--- config.mk ---
export PLATFORM = sky130hd
export DESIGN_NAME = pipe_hazard_ctrl
export DESIGN_NICKNAME = d
export VERILOG_FILES = /design/src/rtl/pipe_hazard_ctrl.sv
export SDC_FILE = /design/constraint.sdc
export NUM_CORES = 1
export LEC_CHECK = 0
export CORE_MARGIN = 8
export CORE_UTILIZATION = 32
export CTS_CLUSTER_DIAMETER = 50
export DETAILED_ROUTE_END_ITERATION = 10
export DONT_BUFFER_PORTS = 1
export PLACE_DENSITY_LB_ADDON = 0.3
export SLEW_MARGIN = 20
export SYNTH_ARGS = -nofsm -noshare
export SYNTH_HDL_FRONTEND = slang
export SYNTH_SLANG_ARGS = --single-unit
export TNS_END_PERCENT = 10
--- constraint.sdc ---
create_clock -name clk -period 5.4 [get_ports clk]
set_input_delay 0.81 -clock clk [delete_from_list [all_inputs] [get_ports clk]]
set_output_delay 0.81 -clock clk [all_outputs]
set_load 0.1 [all_outputs]
--- src/rtl/pipe_hazard_ctrl.sv ---
// -----------------------------------------------------------------------------
// pipe_hazard_ctrl
//
// Hazard and forwarding controller for a 5-stage IF/ID/EX/MEM/WB core.
// A shadow pipeline of register tags (rs1, rs2, rd, regwrite, memread) is kept
// for the EX, MEM and WB stages. The ID-stage instruction is compared with it to
// produce stage stalls, the ID/EX bubble, the branch flush strobes and the EX
// operand forwarding selects.
//
// Parameters
//   RA_W    register address width (register 0 is hard-wired zero)
//   FWD_EN  1: forward EX/MEM and MEM/WB into EX, stall only on load-use
//           0: no forwarding, stall on any RAW against EX or MEM
//   CNT_W   width of the saturating performance counters
//
// Ports
//   clk, rst_n                  rising-edge clock, async active-low reset
//   id_valid                    instruction present in ID
//   id_rs1, id_rs2              ID source registers
//   id_use_rs1, id_use_rs2      ID actually reads rs1 / rs2
//   id_rd, id_regwrite          ID destination and its write enable
//   id_memread                  ID instruction is a load
//   mem_pcsrc                   taken branch resolved in MEM
//   mem_busy                    data memory not ready, freeze the whole pipe
//   pc_stall, if_id_stall       hold PC / hold IF/ID latch
//   id_ex_bubble                load a nop into ID/EX
//   flush_if_id/id_ex/ex_mem    clear the named pipeline latch
//   pipe_freeze                 hold every pipeline latch
//   fwd_a, fwd_b                EX operand select: 00 regfile, 10 EX/MEM, 01 MEM/WB
//   state                       00 RUN, 01 STALL, 10 WAIT_MEM (informational)
//   stall_cnt                   cycles with pc_stall=1 (saturating)
//   flush_cnt                   taken-branch flush events (saturating)
//
// Priority of the control outputs: memory wait > branch flush > hazard stall.
// -----------------------------------------------------------------------------
module pipe_hazard_ctrl #(
    parameter int RA_W   = 5,
    parameter bit FWD_EN = 1'b1,
    parameter int CNT_W  = 16
) (
    input  logic             clk,
    input  logic             rst_n,
    input  logic             id_valid,
    input  logic [RA_W-1:0]  id_rs1,
    input  logic [RA_W-1:0]  id_rs2,
    input  logic             id_use_rs1,
    input  logic             id_use_rs2,
    input  logic [RA_W-1:0]  id_rd,
    input  logic             id_regwrite,
    input  logic             id_memread,
    input  logic             mem_pcsrc,
    input  logic             mem_busy,
    output logic             pc_stall,
    output logic             if_id_stall,
    output logic             id_ex_bubble,
    output logic             flush_if_id,
    output logic             flush_id_ex,
    output logic             flush_ex_mem,
    output logic             pipe_freeze,
    output logic [1:0]       fwd_a,
    output logic [1:0]       fwd_b,
    output logic [1:0]       state,
    output logic [CNT_W-1:0] stall_cnt,
    output logic [CNT_W-1:0] flush_cnt
);

    typedef struct packed {
        logic [RA_W-1:0] rs1;
        logic [RA_W-1:0] rs2;
        logic [RA_W-1:0] rd;
        logic            regwrite;
        logic            memread;
    } tag_t;

    typedef enum logic [1:0] {
        ST_RUN      = 2'b00,
        ST_STALL    = 2'b01,
        ST_WAIT_MEM = 2'b10
    } state_e;

    // Low from reset until the first clock after release: keeps every control
    // output at zero during that window even if mem_busy/mem_pcsrc are high.
    logic   active_q;

    tag_t   ex_q, ex_d;
    tag_t   mem_q, mem_d;
    tag_t   wb_q, wb_d;
    state_e state_q, state_d;
    logic [CNT_W-1:0] stall_cnt_q, stall_cnt_d;
    logic [CNT_W-1:0] flush_cnt_q, flush_cnt_d;

    logic match_ex, match_mem, hazard, busy, branch;

    // RAW match of the ID instruction against one shadow stage; rd=0 never matches.
    function automatic logic raw_match(input tag_t x, input logic vld,
                                       input logic u1, input logic u2,
                                       input logic [RA_W-1:0] r1,
                                       input logic [RA_W-1:0] r2);
        return vld && x.regwrite && (x.rd != '0) &&
               ((u1 && (r1 == x.rd)) || (u2 && (r2 == x.rd)));
    endfunction

    // EX/MEM wins over MEM/WB because it holds the younger value.
    function automatic logic [1:0] fwd_sel(input tag_t m, input tag_t w,
                                           input logic [RA_W-1:0] src);
        logic [1:0] sel;
        sel = 2'b00;
        if (m.regwrite && (m.rd != '0) && (m.rd == src)) begin
            sel = 2'b10;
        end else if (w.regwrite && (w.rd != '0) && (w.rd == src)) begin
            sel = 2'b01;
        end
        return sel;
    endfunction

    // Hazard detection and control outputs
    always_comb begin
        match_ex  = raw_match(ex_q,  id_valid, id_use_rs1, id_use_rs2, id_rs1, id_rs2);
        match_mem = raw_match(mem_q, id_valid, id_use_rs1, id_use_rs2, id_rs1, id_rs2);

        // With forwarding only a load in EX cannot be bypassed in time; without
        // it, EX and MEM producers must drain. WB is safe since the register file
        // writes in the first half-cycle.
        if (FWD_EN) begin
            hazard = active_q && match_ex && ex_q.memread;
        end else begin
            hazard = active_q && (match_ex || match_mem);
        end

        busy   = active_q && mem_busy;
        // A branch seen while busy is deferred until the first non-busy cycle.
        branch = active_q && mem_pcsrc && !mem_busy;

        pc_stall     = 1'b0;
        if_id_stall  = 1'b0;
        id_ex_bubble = 1'b0;
        flush_if_id  = 1'b0;
        flush_id_ex  = 1'b0;
        flush_ex_mem = 1'b0;
        pipe_freeze  = 1'b0;
        state_d      = ST_RUN;

        if (busy) begin
            pipe_freeze = 1'b1;
            pc_stall    = 1'b1;
            if_id_stall = 1'b1;
        end else if (branch) begin
            flush_if_id  = 1'b1;
            flush_id_ex  = 1'b1;
            flush_ex_mem = 1'b1;
        end else if (hazard) begin
            pc_stall     = 1'b1;
            if_id_stall  = 1'b1;
            id_ex_bubble = 1'b1;
        end

        if (busy) begin
            state_d = ST_WAIT_MEM;
        end else if (hazard && !mem_pcsrc) begin
            state_d = ST_STALL;
        end

        fwd_a = 2'b00;
        fwd_b = 2'b00;
        if (FWD_EN) begin
            fwd_a = fwd_sel(mem_q, wb_q, ex_q.rs1);
            fwd_b = fwd_sel(mem_q, wb_q, ex_q.rs2);
        end
    end

    // Shadow pipeline advance and counters
    always_comb begin
        wb_d  = wb_q;
        mem_d = mem_q;
        ex_d  = ex_q;
        if (!pipe_freeze) begin
            wb_d  = mem_q;
            mem_d = flush_ex_mem ? '0 : ex_q;
            if (id_ex_bubble || flush_id_ex) begin
                ex_d = '0;
            end else begin
                ex_d.rs1      = id_rs1;
                ex_d.rs2      = id_rs2;
                ex_d.rd       = id_rd;
                ex_d.regwrite = id_regwrite && id_valid;
                ex_d.memread  = id_memread && id_valid;
            end
        end

        stall_cnt_d = stall_cnt_q;
        if (pc_stall && (stall_cnt_q != '1)) begin
            stall_cnt_d = stall_cnt_q + CNT_W'(1);
        end
        flush_cnt_d = flush_cnt_q;
        if (branch && (flush_cnt_q != '1)) begin
            flush_cnt_d = flush_cnt_q + CNT_W'(1);
        end
    end

    always_ff @(posedge clk or negedge rst_n) begin
        if (!rst_n) begin
            active_q    <= 1'b0;
            ex_q        <= '0;
            mem_q       <= '0;
            wb_q        <= '0;
            state_q     <= ST_RUN;
            stall_cnt_q <= '0;
            flush_cnt_q <= '0;
        end else begin
            active_q    <= 1'b1;
            ex_q        <= ex_d;
            mem_q       <= mem_d;
            wb_q        <= wb_d;
            state_q     <= state_d;
            stall_cnt_q <= stall_cnt_d;
            flush_cnt_q <= flush_cnt_d;
        end
    end

    assign state     = state_q;
    assign stall_cnt = stall_cnt_q;
    assign flush_cnt = flush_cnt_q;

endmodule

==> run_results.csv, run 1 <==
group,metric,value,unit
cells_and_area,stdcell_count,443,
detailed_routing,dr_total_vias,2212,
critical_path,startpoint_type,"register",
critical_path,crit_path_end_kind,"output port",
cells_and_area,n_fill_cell,964,
clock_tree,path_clk_slew,0.08,ns
floorplanning,ios,69,
flow_run,max_cap_violations,0,
floorplanning,die_h,114,µm
logic_synthesis,syn_inst,298,
timing,finalHoldWorstSlack,0.154,ns
logic_synthesis,synth-simple-area-share,0.193,
global_routing,track_usage,0.126,
cells_and_area,final_cell_mix,"64 x dfrtp_1, 51 x nand2_1, 35 x xor2_1",
global_routing,gr-total-overflow,0,
placed_design,place_inst,427,
detailed_routing,wl_met3,807,µm
detailed_routing,viasPerCell,4.99,
timing,rsz0062_at_grt,"false",
clock_tree,ctsLongestPathBuffers,2,
timing,fin_crit,3.41,ns
detailed_routing,wl_per_cell,17.5,µm
cells_and_area,fin_util,0.379,
clock_tree,cts_sinks,64,
logic_synthesis,synth_top_family_by_area,"simple AND/OR/NAND/NOR gates",
detailed_routing,m1WireLength,3150,µm
critical_path,critical_path_class,"reg -> out",
logic_synthesis,synth_edf_count,0,
global_routing,grt_pass1_wl,12600,µm
floorplanning,initial_utilization,0.323,
timing,max_freq,293,MHz
clock_tree,h-tree-depth,3,
critical_path,critPathLaunch,"ex_q[5]",
detailed_routing,firstDrtPassIters,4,
floorplanning,die-area,0.0131,mm²
timing,final.period_utilization,0.632,
detailed_routing,drt_iter0_drc,57,
clock_tree,cts_hold_buf,0,
detailed_routing,finalWirelength,7740,µm
cells_and_area,area_delta_synth_final,17.4,%
placed_design,globalplace.congestion,0.820,
logic_synthesis,synth_compound_area_frac,0.0784,
cells_and_area,antenna_cells,0,
logic_synthesis,synthArstFlopShare,1.00,
clock_tree,cts_root_buf,"clkbuf_8",
clock_tree,cts_setup_buffers,0,
timing,fin_skew,0.0120,ns
logic_synthesis,ys_seq_area_frac,0.517,
logic_synthesis,synthMuxAreaShare,0.0121,
timing,setup_viol,0,
floorplanning,core_area,0.00959,mm²
logic_synthesis,synth_adder_area_share,0.00808,
outcome,status,"finished clean",
detailed_routing,drc,0,
detailed_routing,highest_layer,"met4",
logic_synthesis,synthDistinctLibCells,33,
critical_path,cp.arrival,2.60,ns
logic_synthesis,synth-seq-cells,64,
cells_and_area,final_area,0.00364,mm²
detailed_routing,wl_met2,3700,µm
global_routing,grt_max_degree,65,
clock_tree,ctsResizeCount,0,
floorplanning,rows,36,
pwr,p_per_area,443,mW/mm²
placed_design,portBuffers,0,
cells_and_area,drive_above_1_share,0.123,
logic_synthesis,synth-warning-count,0,
timing,hold_violations,0,
timing,maxSlewViolCount,0,
hold_path,hp-class,"in -> async",
logic_synthesis,avgSynthCellArea,10.4,µm²
logic_synthesis,synth-main-ff-cell,"dfrtp_1",
placed_design,dp_hpwl,5680,µm
logic_synthesis,synth_area,0.00310,mm²
critical_path,cp_max_fo,5,
cells_and_area,final_common_cell,"dfrtp_1",
logic_synthesis,synth-xor-area-share,0.164,
critical_path,r2r_slack,2.31,ns
pwr,ir_worst_vdd,312,µV
clock_tree,cts_made_buffers,9,
cells_and_area,nNetsFinal,331,
global_routing,first_global_vias,2332,
clock_tree,cts_tree,"done",
pwr,leakage,0.00164,µW
logic_synthesis,syn_nets,324,
detailed_routing,drtAntennaViolNets,0,
timing,slew_headroom,0.249,
global_routing,antenna_found_initial,0,
floorplanning,die_w,114,µm
placed_design,dpl_cell_area,0.00338,mm²
timing,tightest_slew,1.13,ns
critical_path,worstPathRequired,4.59,ns
clock_tree,clk_latency,0.34,ns
critical_path,timing.rr.start,"stall_cnt[0]",
==> path summary, 6_finish.rpt <==
path | depth (start not counted) | endpoint
setup / recovery | 5 | if_id_stall
hold / removal | 0 | ex_q[13]
setup reg to reg | 7 | stall_cnt[9]
hold reg to reg | 1 | ex_q[0]
max in group asynchronous | 0 | state[0]
min in group clk | 1 | ex_q[0]
==> power breakdown <==
group          switching [µW]  internal, µW  leakage, µW
Clock                     199           322     0.000123
Sequential                383           532     0.000825
Combinational            91.1          85.6     0.000688
Total                     673           939      0.00164
==> state kept, by name, summed over array words and instances, names as in the netlist <==
name / cells
active_q: 1
mem_q: 6
wb_q: 6
state: 2
stall_cnt: 16
ex_q: 17
flush_cnt: 16
==> synthesized netlist by cell type, types with 2 or more instances <==
cell type,number,area [µm²]
xnor2_1,23,201
buf_1,2,7.51
a21oi_1,2,10.0
o21ai_0,8,40.0
clkbuf_1,3,11.3
buf_4,4,30.0
inv_1,4,15.0
nand4_1,12,75.1
xor2_1,35,307
nand2_1,52,195
nor2_1,15,56.3
mux2_2,2,22.5
dfrtp_1,64,1600
nor3_1,13,65.1
nand3_1,15,75.1
nor4_1,6,37.5
a22o_1,15,131
a32o_1,2,20.0
or4_1,5,37.5
and3_1,2,12.5
ha_1,2,25.0
==> stage by stage <==
stage / TNS, ns / worst slack [ns] / power, µW
global placement: 0 / 2.04 / 1100
CTS: 0 / 1.91 / 1630
finish: 0 / 1.99 / 1610
detailed placement: 0 / 2.02 / 1100
floorplan: -2.09 / -1.04 / 1050
global route: 0 / 1.82 / 1690
==> cells by family after synthesis <==
family / Yosys count
AND/OR/NAND/NOR: 124
flip-flops: 64
XOR/XNOR: 58
AO/OA/AOI/OAI: 31
buffers and inverters: 15
multiplexers: 3
adder cells (fa/ha/maj): 2
other: 1
==> layer usage <==
| layer | global-route usage | up-vias |
|---|---|---|
| met5 | 0 | - |
| met4 | 0.0541 | 0 |
| met3 | 0.0633 | 6 |
| met2 | 0.193 | 70 |
| met1 | 0.144 | 1090 |
| li1 | - | 1046 |
==> worst max-delay path: stages, from the launching register on <==
cell,delay (ns)
dfrtp_1,0.47
xnor2_1,0.23
nand4_1,0.10
o22ai_1,0.45
nand3_1,0.20
nand2_2,0.79
==> cell type report <==
| cell class | instances | area [µm²] | share of cell area |
|---|---|---|---|
| Clock buffer | 10 | 138 | 0.0378 |
| Clock inverter | 6 | 115 | 0.0316 |
| Inverter | 4 | 15.0 | 0.00413 |
| Multi-Input combinational cell | 219 | 1450 | 0.398 |
| Sequential cell | 64 | 1600 | 0.440 |
| Tap cell | 133 | 166 | 0.0458 |
| Timing Repair Buffer | 7 | 153 | 0.0420 |
Note: power is estimated with default switching activity, not from simulation.
==> inputs of run 2 (changes only) <==
clock period = 3.5 ns   (was 5.4 ns; I/O delays follow)
==> run 2 against run 1 <==
Worst hold slack lost 0.10 ns; sequential share of layout area is 2.3 points lower; critical endpoint is now fwd_a[0]; first-iteration DRC count grew 25%; count of clock-buffer cells in the layout increased by 2; critical path type unchanged; final area is 5.5% higher.
==> run_results.csv, run 2 (synthesized netlist as in run 1, its figures left out) <==
group,metric,value,unit
outcome,status,"finished clean",
placed_design,dp_hpwl,5960,µm
timing,setup_viol,0,
floorplanning,ios,69,
critical_path,critical_path_class,"reg -> out",
cells_and_area,antenna_cells,0,
cells_and_area,n_fill_cell,964,
global_routing,track_usage,0.128,
clock_tree,cts_tree,"done",
critical_path,crit_path_top_delay_cell,"o21ai_0",
critical_path,crit_family,"simple AND/OR/NAND/NOR gates",
cells_and_area,top_register,"ex_q",
clock_tree,path_clk_slew,0.07,ns
timing,maxSlewViolCount,0,
clock_tree,cts_made_buffers,9,
detailed_routing,viasPerCell,4.86,
timing,tightest_slew,0.874,ns
placed_design,place_inst,461,
global_routing,gr-total-overflow,0,
critical_path,r2r_cells,6,
critical_path,r2r_slack,0.95,ns
critical_path,timing.rr.start,"stall_cnt[3]",
critical_path,crit_path_frequent_cell,"nor4_4",
pwr,leakage,0.00178,µW
critical_path,cp_cell_sequence,"or4_1 > o21ai_0 > nor4_4 > nor4_4 > buf_4",
floorplanning,rows,36,
clock_tree,ctsLongestPathBuffers,2,
cells_and_area,final_common_cell,"dfrtp_1",
detailed_routing,wl_per_cell,16.7,µm
critical_path,critPathBufInv,1,
timing,max_freq,340,MHz
critical_path,cp_max_fo,5,
timing,fin_skew,0.00968,ns
global_routing,grt_pass1_wl,12900,µm
clock_tree,cts_sinks,64,
detailed_routing,drc,0,
detailed_routing,dr_total_vias,2316,
cells_and_area,nNetsFinal,366,
timing,finalHoldWorstSlack,0.0506,ns
cells_and_area,multi_input_area,0.00149,mm²
detailed_routing,drtAntennaViolNets,0,
critical_path,cp_slowest_stage_delay,0.50,ns
clock_tree,clk_latency,0.33,ns
critical_path,startpoint_type,"register",
cells_and_area,drive_above_1_share,0.203,
global_routing,antenna_found_initial,0,
pwr,ir_worst_vdd,601,µV
global_routing,first_global_vias,2383,
detailed_routing,firstDrtPassIters,4,
placed_design,portBuffers,0,
cells_and_area,stdcell_count,477,
hold_path,hp-class,"in -> async",
timing,final.period_utilization,0.841,
detailed_routing,drt_iter0_drc,71,
cells_and_area,final_cell_mix,"64 x dfrtp_1, 51 x nand2_1, 39 x buf_4",
detailed_routing,finalWirelength,7970,µm
cells_and_area,area_delta_synth_final,23.9,%
flow_run,max_cap_violations,0,
timing,hold_violations,0,
floorplanning,initial_utilization,0.323,
timing,setup-tns-final,0,ns
clock_tree,cts_setup_buffers,0,
critical_path,worstPathRequired,2.97,ns
cells_and_area,regArea,0.00160,mm²
critical_path,crit_path_end_kind,"output port",
floorplanning,die_w,114,µm
timing,slew_headroom,0.418,
floorplanning,die_h,114,µm
critical_path,rr_endpoint,"stall_cnt[1]",
clock_tree,cts_root_buf,"clkbuf_8",
global_routing,grt_max_degree,65,
floorplanning,die-area,0.0131,mm²
timing,fin_crit,2.94,ns
pwr,p_per_area,632,mW/mm²
critical_path,cp.arrival,2.42,ns
clock_tree,h-tree-depth,3,
placed_design,globalplace.congestion,0.825,
floorplanning,core_area,0.00959,mm²
timing,rsz0062_at_grt,"false",
cells_and_area,largest_reg_flops,17,
## run 2: cell types whose count changed in the layout (fill, tap and decap cells not counted), moves of 2 or more
cell / previous run / this run
buf_4: 2 / 39
nor4_2: 4 / 0
nor4_4: 0 / 4
buf_16: 5 / 3
bufinv_16: 3 / 1
clkbuf_1: 0 / 2
clkinv_2: 0 / 2
## run 2: what timing repair did
| item | 4_1_cts | 5_1_grt |
|---|---|---|
| endpoints found under the hold margin | 64 | 0 |
| setup endpoints to repair | 0 | 0 |
| resized for setup | 0 | 0 |
| hold buffers | 1 | 0 |
## run 2: layout make-up
class / instances / area share
Sequential cell: 64 / 0.417
Multi-Input combinational cell: 219 / 0.388
Clock inverter: 3 / 0.0111
Timing Repair Buffer: 42 / 0.0978
Clock buffer: 12 / 0.0378
Inverter: 4 / 0.00424
Tap cell: 133 / 0.0434
## run 2: worst max-delay path by stage
stage | start | to | depth (start not counted)
final | mem_q[5] | fwd_a[0] | 5
after global routing | mem_q[3] | fwd_b[0] | 5
after CTS | mem_q[4] | fwd_a[0] | 5
after detailed placement | mem_q[4] | fwd_a[0] | 5
after global placement | mem_q[3] | fwd_b[0] | 5
after floorplan | mem_q[3] | fwd_a[0] | 4
## run 2: report_power, final
| group | internal (µW) | switching [µW] |
|---|---|---|
| sequential | 832 | 72.9 |
| clock | 344 | 272 |
| combinational | 209 | 697 |
| total | 1380 | 1040 |
## run 2: metal layers
metal  wire length [µm]  up-vias  track usage  part of all wire
met1               3220     1131        0.149              0.40
met3                848        8       0.0580              0.11
met4                 74        0       0.0506            0.0093
met5                  0        -            0                 0
met2               3830       64        0.201              0.48
li1                   -     1113            -                 -
## run 2: per-stage QoR
step / area, µm² / setup WS, ns / utilization / total power (µW)
6_report: 3840 / 0.557 / 0.400 / 2430
3_3_place_gp: 3620 / 0.925 / 0.378 / 1800
5_1_grt: 3840 / 0.419 / 0.400 / 2540
3_5_place_dp: 3620 / 0.892 / 0.378 / 1810
4_1_cts: 3840 / 0.528 / 0.400 / 2460
2_1_floorplan: 3150 / -0.409 / - / 1630
## run 2: worst reg2reg max path, cell delays in order, from the launching register on
cell and delay, ns:
dfrtp_1 0.33, buf_4 0.31, nand3_1 0.22, or4_1 0.60, and3_4 0.22, a21boi_4 0.42, mux2_4 0.34
==> inputs of run 3 (changes only) <==
clock period = 2.37 ns   (was 3.5 ns; I/O delays follow)
==> run 3 against run 2 <==
Flip-flop and latch count did not move; non-clock buffer count increased by 14; clock skew grew 0.0027 ns; utilization rose by 2.7 points; setup slack worse by 0.66 ns; the run now ends with setup timing left; total power up 56%; cell count up 3.1%; global-route usage is 0.48 points higher; combinational power is 53% higher; critical path depth unchanged; wire length rose by 4.2%.
==> run_results.csv, run 3 (synthesized netlist as in run 1, its figures left out) <==
group,metric,value,unit
cells_and_area,multi_input_area,0.00153,mm²
pwr,p_per_area,926,mW/mm²
timing,rsz0062_at_grt,"true",
critical_path,cp_max_fo,2,
detailed_routing,viasPerCell,4.80,
timing,tightest_slew,0.877,ns
timing,final.period_utilization,1.04,
pwr,ir_worst_vdd,954,µV
critical_path,crit_path_end_kind,"output port",
critical_path,startpoint_type,"register",
detailed_routing,finalWirelength,8310,µm
clock_tree,path_clk_slew,0.08,ns
placed_design,dp_hpwl,6060,µm
global_routing,track_usage,0.133,
timing,fin_skew,0.0124,ns
pwr,power_frac_seq,0.358,
critical_path,cp.arrival,2.11,ns
global_routing,grt_max_degree,65,
floorplanning,initial_utilization,0.323,
global_routing,first_global_vias,2466,
timing,maxSlewViolCount,0,
cells_and_area,fin_util,0.427,
floorplanning,core_area,0.00959,mm²
detailed_routing,firstDrtPassIters,4,
cells_and_area,final_cell_mix,"54 x dfrtp_1, 51 x nand2_1, 46 x buf_4",
clock_tree,clk_latency,0.34,ns
flow_run,max_cap_violations,0,
global_routing,gr-total-overflow,0,
pwr,combPwrFrac,0.366,
hold_path,min_from,"mem_pcsrc",
pwr,leakage,0.00189,µW
clock_tree,h-tree-depth,3,
cells_and_area,largest_reg_flops,17,
hold_path,hp-class,"in -> reg",
timing,setup-tns-final,-0.188,ns
timing,setup_slack,-0.0998,ns
floorplanning,die-area,0.0131,mm²
pwr,p_clk_frac,0.276,
detailed_routing,drc,0,
clock_tree,cts_tree,"done",
detailed_routing,drtAntennaViolNets,0,
detailed_routing,wl_per_cell,16.9,µm
critical_path,critical_path_class,"reg -> out",
outcome,violations,"setup timing",
clock_tree,cts_made_buffers,9,
cells_and_area,n_fill_cell,940,
floorplanning,rows,36,
pwr,p_int,2200,µW
cells_and_area,regArea,0.00161,mm²
placed_design,portBuffers,0,
detailed_routing,drt_iter0_drc,56,
global_routing,antenna_found_initial,0,
cells_and_area,final_common_cell,"dfrtp_1",
timing,fin_crit,2.47,ns
cells_and_area,area_delta_synth_final,32.3,%
pwr,p_switching,1600,µW
clock_tree,ctsLongestPathBuffers,2,
floorplanning,ios,69,
critical_path,worstPathRequired,2.01,ns
floorplanning,die_w,114,µm
floorplanning,die_h,114,µm
cells_and_area,antenna_cells,0,
detailed_routing,dr_total_vias,2361,
timing,max_freq,405,MHz
cells_and_area,top_register,"ex_q",
pwr,p_sw_frac,0.421,
clock_tree,cts_root_buf,"clkbuf_8",
global_routing,grt_pass1_wl,13400,µm
critical_path,critPathLaunch,"mem_q[5]",
timing,slew_headroom,0.416,
outcome,status,"finished, violations left",
cells_and_area,drive_above_1_share,0.287,
critical_path,timing.rr.start,"stall_cnt[1]",
timing,setup_viol,2,
placed_design,globalplace.congestion,0.796,
pwr,power,3800,µW
timing,hold_violations,0,
clock_tree,cts_sinks,64,
cells_and_area,nNetsFinal,380,
-- run 3: changes by cell type in the layout (fill, tap and decap cells not counted), moves of 2 or more --
cell and delta:
clkbuf_1 -2, or4_4 +2, dfrtp_2 +10, dfrtp_1 -10
nand3_1 -2, buf_12 +5, nand3_2 +2, buf_4 +7
clkinv_2 +2, or4_1 -2
-- run 3: critical path, stage by stage, from the launching register on --
cell and delay (ns):
dfrtp_2 0.41, or4_4 0.55, o21ai_4 0.20, nor4_4 0.08, nor4_4 0.33, buf_12 0.22
-- run 3: layer usage --
layer	track usage	part of all wire
met1	0.148	0.40
met2	0.225	0.51
met5	0	0
met4	0.0559	0.014
met3	0.0464	0.073
-- run 3: final timing paths --
kind | end | slack, ns | depth (start not counted)
max reg2reg | stall_cnt[1] | 0.19 | 6
min reg2reg | ex_q[0] | 0.51 | 1
max in group asynchronous | ex_q[3] | 1.53 | 2
min in group asynchronous | ex_q[8] | 0.56 | 2
min | state[0] | 0.08 | 1
max | fwd_a[0] | -0.1 | 5
-- run 3: cell type report --
type                       count  share of cell area
inverter                       4             0.00397
tap                          133              0.0406
timing repair buffer          56               0.134
sequential                    64               0.394
clock inverter                 6              0.0201
multi-input combinational    219               0.374
clock buffer                  10              0.0336
-- run 3: power by group through the flow --
stage	clock (µW)	sequential [µW]	combinational, µW
final	1050	1360	1390
after global routing	1120	1380	1470
after CTS	1070	1360	1390
after detailed placement	0	1390	1320
after global placement	0	1380	1300
after floorplan	0	2050	373
-- run 3: what timing repair did --
action / 4_1_cts / 5_1_grt
endpoints found under the setup margin: 5 / 6
hold buffers: 2 / 0
pin swaps: 4 / 0
endpoints found under the hold margin: 64 / 0
resized for setup: 5 / 8
setup buffers: 9 / 0
-- run 3: through the flow --
| step | cell area, µm² | hold slack, ns | cells | setup slack (ns) |
|---|---|---|---|---|
| 6_report | 4100 | 0.0775 | 492 | -0.0998 |
| 4_1_cts | 4070 | 0.0612 | 492 | -0.110 |
| 5_1_grt | 4100 | 0.0559 | 492 | -0.181 |
| 3_5_place_dp | 3730 | 0.0627 | 465 | 0.180 |
| 2_1_floorplan | 3200 | 0.0599 | 298 | -0.359 |
| 3_3_place_gp | 3730 | 0.0627 | 465 | 0.234 |
